File: src/rtl/ssd_scan_driver_if.sv
// Bundle between the score/state logic and the seven-segment scan driver.
// Latency: none (wires only).
// Backpressure: none; the display is a free-running sink with no flow control.
// Ports: master drives digits_in/dp_in/blank_in/lz_suppress/brightness/load,
//        slave drives an/seg/dp/frame_start back out toward the board pins.
interface ssd_scan_driver_if #(
  parameter int NUM_DIGITS = 4,
  parameter int DUTY_BITS  = 3
);
  logic [4*NUM_DIGITS-1:0] digits_in;    // nibble per digit, [3:0] is digit 0
  logic [NUM_DIGITS-1:0]   dp_in;        // decimal point enable per digit
  logic [NUM_DIGITS-1:0]   blank_in;     // force digit dark
  logic                    lz_suppress;  // leading-zero suppression, live
  logic [DUTY_BITS-1:0]    brightness;   // PWM duty code, live
  logic                    load;         // one-cycle capture strobe
  logic [NUM_DIGITS-1:0]   an;           // anode enables
  logic [6:0]              seg;          // {a,b,c,d,e,f,g}
  logic                    dp;           // decimal point pin
  logic                    frame_start;  // pulse at start of digit-0 slot

  modport master (
    output digits_in, dp_in, blank_in, lz_suppress, brightness, load,
    input  an, seg, dp, frame_start
  );

  modport slave (
    input  digits_in, dp_in, blank_in, lz_suppress, brightness, load,
    output an, seg, dp, frame_start
  );
endinterface

File: src/rtl/ssd_scan_driver.sv
// N-digit multiplexed seven-segment scan driver with hex font, blank/dp, LZ suppression, PWM.
// Latency: an/seg/dp registered one clk after the scan state; loads appear at next frame boundary.
// Backpressure: none; load is always accepted, last load before a frame boundary wins.
// Ports: i_clk system clock; i_reset asynchronous active-low reset;
//        bus (slave modport) carries digit data/controls in and anode/segment pins out.
module ssd_scan_driver #(
  parameter int NUM_DIGITS     = 4,
  parameter int SCAN_DIV_BITS  = 18,
  parameter int DUTY_BITS      = 3,
  parameter int AN_ACTIVE_LOW  = 1,
  parameter int SEG_ACTIVE_LOW = 1
) (
  input  logic                i_clk,
  input  logic                i_reset,
  ssd_scan_driver_if.slave    bus
);

  localparam int IDX_W = (NUM_DIGITS > 1) ? $clog2(NUM_DIGITS) : 1;
  localparam logic [IDX_W-1:0] LAST_IDX = IDX_W'(NUM_DIGITS - 1);

  // Inactive pin levels; XOR-ing a logical pattern with these applies polarity.
  localparam logic [NUM_DIGITS-1:0] AN_OFF  = {NUM_DIGITS{AN_ACTIVE_LOW != 0}};
  localparam logic [6:0]            SEG_OFF = {7{SEG_ACTIVE_LOW != 0}};
  localparam logic                  DP_OFF  = (SEG_ACTIVE_LOW != 0);

  logic [SCAN_DIV_BITS-1:0] r_presc;
  logic [IDX_W-1:0]         r_idx;
  logic [4*NUM_DIGITS-1:0]  r_sh_dig, r_dig;
  logic [NUM_DIGITS-1:0]    r_sh_dp, r_dp;
  logic [NUM_DIGITS-1:0]    r_sh_blank, r_blank;
  logic                     r_pending;
  logic                     r_frame_start;
  logic [NUM_DIGITS-1:0]    r_an;
  logic [6:0]               r_seg;
  logic                     r_dp_pin;

  logic                     w_slot_end;
  logic                     w_frame_end;
  logic [3:0]               w_nib;
  logic                     w_dp_sel;
  logic                     w_blank_sel;
  logic                     w_supp_sel;
  logic [NUM_DIGITS-1:0]    w_onehot;
  logic [NUM_DIGITS-1:0]    w_supp;
  logic                     w_run;
  logic                     w_duty;
  logic                     w_lit;

  function automatic logic [6:0] f_font(input logic [3:0] n);
    case (n)
      4'h0: f_font = 7'b1111110;
      4'h1: f_font = 7'b0110000;
      4'h2: f_font = 7'b1101101;
      4'h3: f_font = 7'b1111001;
      4'h4: f_font = 7'b0110011;
      4'h5: f_font = 7'b1011011;
      4'h6: f_font = 7'b1011111;
      4'h7: f_font = 7'b1110000;
      4'h8: f_font = 7'b1111111;
      4'h9: f_font = 7'b1111011;
      4'hA: f_font = 7'b1110111;
      4'hB: f_font = 7'b0011111;
      4'hC: f_font = 7'b1001110;
      4'hD: f_font = 7'b0111101;
      4'hE: f_font = 7'b1001111;
      default: f_font = 7'b1000111;
    endcase
  endfunction

  assign w_slot_end  = &r_presc;
  assign w_frame_end = w_slot_end && (r_idx == LAST_IDX);

  // Leading zeros: walk down from the top digit while nibbles stay zero.
  // Digit 0 is never part of the run.
  always_comb begin
    w_supp = '0;
    w_run  = bus.lz_suppress;
    for (int i = NUM_DIGITS - 1; i >= 1; i--) begin
      w_run     = w_run && (r_dig[4*i +: 4] == 4'd0);
      w_supp[i] = w_run;
    end
  end

  // Select the committed data for the digit currently being scanned.
  always_comb begin
    w_nib       = 4'd0;
    w_dp_sel    = 1'b0;
    w_blank_sel = 1'b1;
    w_supp_sel  = 1'b0;
    w_onehot    = '0;
    for (int i = 0; i < NUM_DIGITS; i++) begin
      if (r_idx == IDX_W'(i)) begin
        w_nib       = r_dig[4*i +: 4];
        w_dp_sel    = r_dp[i];
        w_blank_sel = r_blank[i];
        w_supp_sel  = w_supp[i];
        w_onehot[i] = 1'b1;
      end
    end
  end

  assign w_duty = (r_presc[SCAN_DIV_BITS-1 -: DUTY_BITS] <= bus.brightness);
  // First clk of each slot stays dark so the previous digit's segments never
  // flash on the newly selected anode.
  assign w_lit  = !w_blank_sel && !w_supp_sel && w_duty && (r_presc != '0);

  always_ff @(posedge i_clk or negedge i_reset) begin
    if (!i_reset) begin
      r_presc       <= '0;
      r_idx         <= '0;
      r_sh_dig      <= '0;
      r_sh_dp       <= '0;
      r_sh_blank    <= '1;
      r_dig         <= '0;
      r_dp          <= '0;
      r_blank       <= '1;
      r_pending     <= 1'b0;
      r_frame_start <= 1'b0;
      r_an          <= AN_OFF;
      r_seg         <= SEG_OFF;
      r_dp_pin      <= DP_OFF;
    end else begin
      r_presc <= r_presc + SCAN_DIV_BITS'(1);
      if (w_slot_end) begin
        r_idx <= (r_idx == LAST_IDX) ? '0 : r_idx + IDX_W'(1);
      end

      // Commit reads the shadow as it was before this edge, so a load on the
      // boundary cycle itself stays pending for the following frame.
      if (w_frame_end && r_pending) begin
        r_dig   <= r_sh_dig;
        r_dp    <= r_sh_dp;
        r_blank <= r_sh_blank;
      end
      if (bus.load) begin
        r_sh_dig   <= bus.digits_in;
        r_sh_dp    <= bus.dp_in;
        r_sh_blank <= bus.blank_in;
        r_pending  <= 1'b1;
      end else if (w_frame_end) begin
        r_pending  <= 1'b0;
      end

      r_frame_start <= w_frame_end;

      r_an     <= w_lit ? (w_onehot ^ AN_OFF) : AN_OFF;
      r_seg    <= w_lit ? (f_font(w_nib) ^ SEG_OFF) : SEG_OFF;
      r_dp_pin <= w_lit ? (w_dp_sel ^ DP_OFF) : DP_OFF;
    end
  end

  assign bus.an          = r_an;
  assign bus.seg         = r_seg;
  assign bus.dp          = r_dp_pin;
  assign bus.frame_start = r_frame_start;

endmodule

File: src/flat_wrapper.sv
// flat-port wrapper written by rule: the top's interface ports become plain ports
module ssd_scan_driver_flat 
#(
  parameter int NUM_DIGITS     = 4,
  parameter int SCAN_DIV_BITS  = 18,
  parameter int DUTY_BITS      = 3,
  parameter int AN_ACTIVE_LOW  = 1,
  parameter int SEG_ACTIVE_LOW = 1
)
  (i_clk, i_reset, bus_digits_in, bus_dp_in, bus_blank_in, bus_lz_suppress, bus_brightness, bus_load, bus_an, bus_seg, bus_dp, bus_frame_start);
  ssd_scan_driver_if #(.NUM_DIGITS(NUM_DIGITS), .DUTY_BITS(DUTY_BITS)) bus_i ();
  input  logic i_clk;
  input  logic i_reset;
  input wire logic [$bits(bus_i.digits_in)-1:0] bus_digits_in;
  input wire logic [$bits(bus_i.dp_in)-1:0] bus_dp_in;
  input wire logic [$bits(bus_i.blank_in)-1:0] bus_blank_in;
  input wire logic [$bits(bus_i.lz_suppress)-1:0] bus_lz_suppress;
  input wire logic [$bits(bus_i.brightness)-1:0] bus_brightness;
  input wire logic [$bits(bus_i.load)-1:0] bus_load;
  output wire logic [$bits(bus_i.an)-1:0] bus_an;
  output wire logic [$bits(bus_i.seg)-1:0] bus_seg;
  output wire logic [$bits(bus_i.dp)-1:0] bus_dp;
  output wire logic [$bits(bus_i.frame_start)-1:0] bus_frame_start;
  assign bus_i.digits_in = bus_digits_in;
  assign bus_i.dp_in = bus_dp_in;
  assign bus_i.blank_in = bus_blank_in;
  assign bus_i.lz_suppress = bus_lz_suppress;
  assign bus_i.brightness = bus_brightness;
  assign bus_i.load = bus_load;
  assign bus_an = bus_i.an;
  assign bus_seg = bus_i.seg;
  assign bus_dp = bus_i.dp;
  assign bus_frame_start = bus_i.frame_start;
  ssd_scan_driver #(.NUM_DIGITS(NUM_DIGITS), .SCAN_DIV_BITS(SCAN_DIV_BITS), .DUTY_BITS(DUTY_BITS), .AN_ACTIVE_LOW(AN_ACTIVE_LOW), .SEG_ACTIVE_LOW(SEG_ACTIVE_LOW)) u_core (.i_clk(i_clk), .i_reset(i_reset), .bus(bus_i));
endmodule
File: config.mk
export PLATFORM = sky130hd
export DESIGN_NAME = ssd_scan_driver_flat
export DESIGN_NICKNAME = d
export VERILOG_FILES = /design/src/rtl/ssd_scan_driver_if.sv /design/src/rtl/ssd_scan_driver.sv /design/src/flat_wrapper.sv
export SDC_FILE = /design/constraint.sdc
export NUM_CORES = 1
export LEC_CHECK = 0
export CORE_ASPECT_RATIO = 0.75
export CORE_MARGIN = 2
export CORE_UTILIZATION = 40
export DETAILED_ROUTE_END_ITERATION = 10
export GPL_ROUTABILITY_DRIVEN = 1
export HOLD_SLACK_MARGIN = 0.05
export PLACE_DENSITY = 0.62
export SYNTH_ARGS = -nofsm -noshare
export SYNTH_HDL_FRONTEND = slang
export SYNTH_SLANG_ARGS = --single-unit
File: constraint.sdc
create_clock -name i_clk -period 2.35 [get_ports i_clk]
set_input_delay 0.47 -clock i_clk [delete_from_list [all_inputs] [get_ports i_clk]]
set_output_delay 0.47 -clock i_clk [all_outputs]
set_load 0.03 [all_outputs]
# After elaboration in Yosys (flattened, before gate mapping)
# Memories as Yosys holds them, arrays and structs flattened.
# Index checks and enable logic that the tools add are counted.
# W data, S select, Z words.
totals:
  regBits: 82
  rom_bits: 112
  inputBits: 31
  out_inout_bits: 13
  wordCells: 65
  mem_count: 1
op_classes:
  add_sub_neg: 2
  n_lt_le_gt_ge: 1
  n_eq_ne: 3
  muxes: 25
  bitwise_logic: 3
  reduce_logical: 17
mem_list:
  columns: ["name", "words", "width", "rd", "rd_clocked_by_memory_dff", "wr", "line_no", "source"]
  rows:
  - ["(name not given)", 16, 7, 1, 0, 0, "ssd_scan_driver.sv:50", "case (n)"]
ops:
  columns: ["operator", "n"]
  rows:
  - ["$mux W4", 5]
  - ["$add A18 B1 Y18 const B", 1]
  - ["$mux W1", 18]
  - ["$reduce_and A18 Y1", 1]
  - ["$reduce_bool A18 Y1", 1]
  - ["$logic_not A4 Y1", 3]
  - ["$logic_and A1 B1 Y1", 8]
  - ["$mux W7", 1]
  - ["$not A7 Y7", 1]
  - ["$eq A2 B2 Y1 const B", 2]
  - ["$not A4 Y4", 1]
  - ["$le A3 B3 Y1", 1]
  - ["$add A2 B1 Y2 const B", 1]
  - ["$eq A2 B1 Y1 const B", 1]
  - ["$logic_not A1 Y1", 2]
  - ["$logic_not A2 Y1", 1]
  - ["$mux W2", 1]
  - ["$reduce_bool A2 Y1", 1]
  - ["$not A1 Y1", 1]

# Longest topological paths before layout
# Gate-level depths: netlist of run 1.
logic_depth:
  word_depth: 12
  mapped_depth: 12
  depth_no_buf: 11

# Least setup slack after synthesis of run 1
# Ideal clock, no wire load.
synth_timing:
  path_type: "reg-to-reg"
  startpoint: "reg u_core.r_idx[0]"
  endpoint: "reg u_core.r_seg[2] (netlist: u_core.bus.seg[2])"
  setup_time_ps: 85
  arrival_time_ps: 2195
  required_time_ps: 2265
  path_slack_ps: 70
  path_stages_with_launch: 9
  path_buffers: 1
  cell_sequence: "dfrtp_1 -> inv_1 -> ha_1 -> or2_2 -> a221oi_1 -> or2_0 -> clkbuf_1 -> mux2_2 -> o221ai_1"
synth_between:
  elab_chain_cells: 10
synth_rtl:
  columns: ["item", "line_no", "source"]
  rows:
  - ["from (decl)", "ssd_scan_driver.sv:27", "logic [IDX_W-1:0] r_idx;"]
  - ["from (signal assigned)", "ssd_scan_driver.sv:125", "r_idx <= (r_idx == LAST_IDX) ? '0 : r_idx + IDX_W'(1);"]
  - ["branches (longest 9 deep; another with $mem_v2 Z16 W7)", null, null]
  - ["$mux W7 (*)", "ssd_scan_driver.sv:147", "r_seg <= w_lit ? (f_font(w_nib) ^ SEG_OFF) : SEG_OFF;"]
  - ["to (signal assigned)", "ssd_scan_driver.sv:147", null]
  - ["to (decl)", "ssd_scan_driver.sv:34", "logic [6:0] r_seg;"]
# Mark *: on every way between the ends.
# A chain may end at the register's enable or synchronous reset.

# Worst setup path in the final report of run 1
# Same ends and word-level chain as after synthesis.

==> flow_summary.toml, run 1 <==
[routing]
route.detailed.drc = 0
totalWireLength_um = 7340
wire_per_inst_um = 15.0
vias = 2459
ant_nets = 0
via_per_inst = 5.03
drt_iter0_drc = 120
drtPass1Iterations = 4

[synth]
ys.flop_type = "dfrtp_1"
synth_top_family_by_area = "multiplexers"
synth_area_um2 = 3840
synth_compound_area_share_pct = 6.71
synthCells = 293
synthMuxAreaShare_pct = 16.6
ys.warnings.count = 0
ys_ff_latch = 82
synth-edff-count = 0
synthAdderAreaFrac_pct = 4.89
synth_cell_types = 51
syn_nets = 339
synth-simple-area-share_pct = 10.6
synth-async-reset-ratio_pct = 100
yosysSeqAreaShare_pct = 54.1
avgSynthCellArea_um2 = 13.1
synthXorXnorAreaFrac_pct = 3.65

[floorplan]
io_pins = 44
rows = 30
coreArea_um2 = 9200
start_util_pct = 41.7
die_w_um = 117
die_h_um = 88.8
die_area_um2 = 10400

[placed_design]
port-buffer-count = 43
gp_congestion = 0.849
placed_cell_area_um2 = 4510
dp_slack_ps = 15.7
dp.final_hpwl_um = 5310

[sta]
relSlewSlack_pct = 65.4
setup_viol = 0
rsz0062_at_grt = "no"
max_freq_mhz = 439
period_minus_slack_ps = 2280
setup_ws_ps = 70.8
period_share_pct = 97.0
tns_ps = 0
hold_viol = 0
worst_pin_slew_ps = 519
finalMaxSlewViolations = 0
fin_skew_ps = 4.24

[cts]
clock_sinks = 82
postCtsSetupBuffers = 0
clockBufferDepth = 2
clockRootBuffer = "clkbuf_16"
cts_tree = "yes"
numCtsBuffers = 9
insertion_delay_ps = 340
path_clk_slew_ps = 60
cts.htree.levels = 3

[pwr]
share_comb_of_total_power_pct = 5.6
p_clk_share_pct = 45.3
intPower_w = 0.00240
p_sw_share_pct = 21.0
switchingPower_w = 0.000636
powerDensity_nw_per_um2 = 628
vdd_drop_max_uv = 404
power_frac_seq_pct = 49.2
p_leak_nw = 2.11

[global_route]
grt_max_degree = 40
grt_pass1_wl_um = 12200
antenna_found_initial = 0
grt_usage_pct = 15.7
grt_pass1_vias = 2401
overflow = 0

[worst_setup_path]
worst-path-buf-inv = 2
slowest_stage = "a221oi_1"
crit_chain = "inv_1, ha_1, nor2b_2, buf_4, a221oi_1, or2_0, mux2_2, o221ai_1"
critPathMaxStageDelay_ps = 440
endpoint_kind = "register"
critical_path_arrival_ps = 2540
worstPathRequired_ps = 2610
worst-path-stages = 8
critical_path_class = "reg2reg"
start_kind = "register"
cp_max_fo = 4
rr_worst_depth = 8
path_delay_family = "compound AO/OA/AOI/OAI gates"

[finish]
nNetsFinal = 402
area_delta_synth_final_pct = 25.9
mostFrequentLayoutCell = "dfrtp_1"
diodes = 0
stdcell_area_um2 = 4830
fill_cells = 805
drive_above_1_share_pct = 31.6
final_core_util_pct = 52.6
layout_common_cells = "dfrtp_1 (62), clkdlybuf4s50_1 (42), mux2_2 (29)"

[worst_hold_path]
hp-class = "in2async"

[run_status]
status = "finished, final reports clean"

[flow_run]
max-cap-violations = 0
[metrics by stage]
step,instances,hold WS [ps],total power (W)
4_1_cts,489,128,0.00307
6_report,489,98.6,0.00304
3_3_place_gp,473,484,0.00169
3_5_place_dp,473,482,0.00169
2_1_floorplan,293,174,0.00158
5_1_grt,489,151,0.00315
[power groups by stage]
stage          clock network (W)   logic, W  registers (W)
6_report                 0.00138   0.000169        0.00149
5_1_grt                  0.00146   0.000188        0.00150
4_1_cts                  0.00141   0.000173        0.00149
3_5_place_dp                   0   0.000173        0.00152
3_3_place_gp                   0   0.000169        0.00152
2_1_floorplan                  0  0.0000608        0.00152
[worst register-to-register path: stages (launching register included)]
cell      delay, ps
dfrtp_1         370
inv_1            90
ha_1            210
nor2b_2         170
buf_4           140
a221oi_1        450
or2_0           240
mux2_2          360
o221ai_1        170
[sequential cells by signal, summed over array words and instances (netlist names), 4 cells and up]
register and cells:
u_core.r_dig 16, u_core.bus.seg 7, u_core.r_presc 18, u_core.r_blank 4
u_core.r_sh_dig 16, u_core.bus.an 4, u_core.r_sh_blank 4, u_core.r_sh_dp 4
u_core.r_dp 4
[worst paths after layout]
kind                                    from                 to  slack, ps
setup / recovery             u_core.r_idx[0]  u_core.bus.seg[2]         70
hold / removal                       i_reset  u_core.r_presc[9]        100
setup reg to reg             u_core.r_idx[0]  u_core.bus.seg[2]         70
hold reg to reg            u_core.r_presc[5]  u_core.r_presc[5]        490
max in group asynchronous            i_reset  u_core.bus.seg[1]       1590
min in group i_clk         u_core.r_presc[5]  u_core.r_presc[5]        490
[layout make-up]
cell class                 count  area (µm²)  area share (%)
tap                          128         160            3.31
sequential                    82        2080            43.0
timing repair buffer          61         588            12.2
clock inverter                 1        7.51           0.155
inverter                      15        56.3            1.16
multi-input combinational    187        1660            34.3
clock buffer                  15         288            5.95
[layer usage]
metal  share of wire (%)  vias up  global-route usage [%]
met1                  53     1214                    24.0
li1                    -     1180                       -
met2                  40       54                    20.5
met3                 5.4       11                    5.55
met4                 1.1        0                    4.49
met5                   0        -                       0
[kinds of logic (layout without fill, tap and decap cells)]
group / Yosys count / after routing
AOI/OAI and AO/OA: 35 / 35
adders and majority gates: 15 / 15
muxes: 50 / 50
and+or+nand+nor: 71 / 71
DFF: 82 / 82
xor gates and xnor gates: 16 / 16
buffers and inverters: 24 / 92
[what timing repair did]
item | in CTS | in global routing
hold buffers | 0 | 0
resized for setup | 0 | 7
endpoints found under the hold margin | 0 | 0
endpoints found under the setup margin | 0 | 4
[Yosys cell counts, types with 3 or more instances]
cell	count	area share, %
mux2_4	20	7.8
nor4_1	6	0.98
xnor2_1	12	2.7
o21ai_0	5	0.65
nand4_1	3	0.49
dfstp_2	20	14
mux2_2	29	8.5
and3_1	3	0.49
a211oi_1	3	0.59
nand3_1	11	1.4
a221o_1	3	0.78
clkbuf_1	4	0.39
o211ai_1	3	0.59
inv_1	15	1.5
o221ai_1	3	0.68
ha_1	15	4.9
xor2_1	4	0.91
a21oi_1	5	0.65
nor3_1	5	0.65
nand2_1	16	1.6
dfrtp_1	62	40
nor2_1	11	1.1
Power figures use the tool's default switching activity.
==> run 2: changes to the inputs <==
--- a/config.mk
+++ b/config.mk
@@ -5,6 +5,7 @@
 export SDC_FILE = /design/constraint.sdc
 export NUM_CORES = 1
 export LEC_CHECK = 0
+export ABC_AREA = 1
 export CORE_ASPECT_RATIO = 0.75
 export CORE_MARGIN = 2
 export CORE_UTILIZATION = 40
@@ -12,6 +13,7 @@
 export GPL_ROUTABILITY_DRIVEN = 1
 export HOLD_SLACK_MARGIN = 0.05
 export PLACE_DENSITY = 0.62
+export SLEW_MARGIN = 20
 export SYNTH_ARGS = -nofsm -noshare
 export SYNTH_HDL_FRONTEND = slang
 export SYNTH_SLANG_ARGS = --single-unit
==> flow_summary.toml, run 2 <==
[worst_setup_path]
cp_max_fo = 6
start_kind = "register"
crit_chain = "inv_1, ha_1, buf_4, a21oi_1, nand2_1, a21boi_0, buf_4, ha_1, nand3_1, nand2_1, nand2_1, nand3_1"
endpoint_kind = "register"
cpMostUsedCell = "nand2_1"
reg2reg_from = "u_core.r_idx[1]"
critical_path_arrival_ps = 2330
critPathMaxStageDelay_ps = 400
rr_endpoint = "u_core.bus.seg[6]"
reg2reg_setup_slack_ps = 290
slowest_stage = "dfrtp_1"
worstPathRequired_ps = 2620
critical_path_class = "reg2reg"
rr_worst_depth = 12

[placed_design]
dp.final_hpwl_um = 5570
dp_slack_ps = 134
port-buffer-count = 43
gp_congestion = 0.806

[global_route]
antenna_found_initial = 0
grt_pass1_vias = 2892
overflow = 0
grt_max_degree = 48
grt_usage_pct = 15.8
grt_pass1_wl_um = 13700

[routing]
wire_per_inst_um = 12.5
drtPass1Iterations = 4
ant_nets = 0
via_per_inst = 4.70
totalWireLength_um = 7550
vias = 2833
drt_iter0_drc = 212
route.detailed.drc = 0

[cts]
path_clk_slew_ps = 60
clock_sinks = 82
ctsHoldBuffers = 0
insertion_delay_ps = 330
clockBufferDepth = 2
clockRootBuffer = "clkbuf_16"
cts.htree.levels = 3
numCtsBuffers = 9
cts_tree = "yes"

[floorplan]
coreArea_um2 = 9620
die_h_um = 90.0
io_pins = 44
rows = 31
die_w_um = 119
start_util_pct = 41.0
die_area_um2 = 10700

[finish]
largest_register = "u_core.r_presc"
nNetsFinal = 512
diodes = 0
drive_above_1_share_pct = 16.6
largest_register_ffs = 18
area_delta_synth_final_pct = 23.5
mostFrequentLayoutCell = "nand2_1"
layout_common_cells = "nand2_1 (126), dfrtp_1 (62), nand3_1 (52)"
final_core_util_pct = 50.6
reg.largest.list = "u_core.r_presc (18), u_core.r_dig (16), u_core.r_sh_dig (16)"

[sta]
fin_skew_ps = 5.13
tns_ps = 0
hold_viol = 0
period_share_pct = 87.6
hold_slack_ps = 97.6
finalMaxSlewViolations = 0
setup_viol = 0
setup_ws_ps = 291
worst_pin_slew_ps = 477
period_minus_slack_ps = 2060
relSlewSlack_pct = 68.2
max_freq_mhz = 486
rsz0062_at_grt = "no"

[synth]
synth_cell_types = 33
synthMostInstantiatedCell = "nand2_1"
ys.warnings.count = 0
ys_top_cells_by_count = "nand2_1 (126), dfrtp_1 (62), nand3_1 (52)"
yosysSeqAreaShare_pct = 52.7
synth-async-reset-ratio_pct = 100
avgSynthCellArea_um2 = 9.47
yosys.area.top_type = "dfrtp_1"
synth-edff-count = 0
syn_nets = 462
synth.area.top_cells = "dfrtp_1 (39%), dfstp_2 (13%), nand2_1 (12%)"
ys_ff_latch = 82
ys.flop_type = "dfrtp_1"
synthCells = 416
synth_area_um2 = 3940
synth_top_area_share_pct = 39.4

[pwr]
total_power_w = 0.00317
vdd_drop_max_uv = 425
p_leak_nw = 2.41
powerDensity_nw_per_um2 = 652

[flow_run]
max-cap-violations = 0

[run_status]
status = "finished, final reports clean"

[worst_hold_path]
hp-class = "in2async"
-- run 2: area by class of cell --
cell class              count  area [µm²]
well taps                 132         165
multi-input cells         297        1700
inverters                  24        90.1
fillers                   930        4750
clock inverters             4        73.8
repair buffers             52         508
flip-flops and latches     82        2080
clock buffers              12         256
-- run 2: worst max-delay path: cells and delay by family, from the launching register on --
family                   cells  cell delay [ps]
AND/OR/NAND/NOR              5              430
buffers and inverters        3              420
adder cells (fa/ha/maj)      2              420
flip-flops                   1              400
AO/OA/AOI/OAI                2              320
-- run 2: how the worst max path moves through the flow --
stage	startpoint	to	slack, ps	cells after the start
6_report	u_core.r_idx[1]	u_core.bus.seg[6]	290	12
4_1_cts	u_core.r_idx[0]	u_core.bus.seg[1]	290	11
2_1_floorplan	u_core.r_idx[1]	u_core.bus.seg[5]	380	11
3_5_place_dp	bus_brightness[2]	u_core.bus.seg[1]	130	10
5_1_grt	u_core.r_idx[1]	u_core.bus.seg[3]	30	12
3_3_place_gp	bus_brightness[2]	u_core.bus.seg[3]	220	10
-- run 2: where the power goes --
group | internal, W | switching, W | total, W
logic | 0.0000958 | 0.0000679 | 0.000164
registers | 0.00147 | 0.0000242 | 0.00149
clock network | 0.000988 | 0.000528 | 0.00152
total | 0.00255 | 0.000620 | 0.00317
-- run 2: cell families after synthesis --
logic type / after synthesis / share of synthesized area, %
AND/OR/NAND/NOR: 223 / 25.1
flip-flops: 82 / 52.7
buffers and inverters: 37 / 4.35
multiplexers: 24 / 6.86
AO/OA/AOI/OAI: 19 / 2.67
XOR/XNOR: 16 / 3.56
adder cells (fa/ha/maj): 15 / 4.76
-- run 2: routing by layer --
layer	part of all wire, %	up-vias	global-route usage, %	wire, µm
met5	0	-	0	0
met4	0.95	0	3.57	72
met3	5.0	6	5.27	377
met2	44	59	23.6	3300
met1	50	1319	22.4	3800
li1	-	1449	-	-
-- run 2: metrics by stage --
step,instance area (µm²),instances
2_1_floorplan,3940,416
3_3_place_gp,4530,587
3_5_place_dp,4530,587
4_1_cts,4860,603
5_1_grt,4870,603
6_report,4870,603
-- run 2: repair_timing --
| action | in CTS | in global routing |
|---|---|---|
| endpoints found under the setup margin | 0 | 1 |
| endpoints found under the hold margin | 0 | 0 |
| setup buffers | 0 | 0 |
| resized for setup | 0 | 1 |
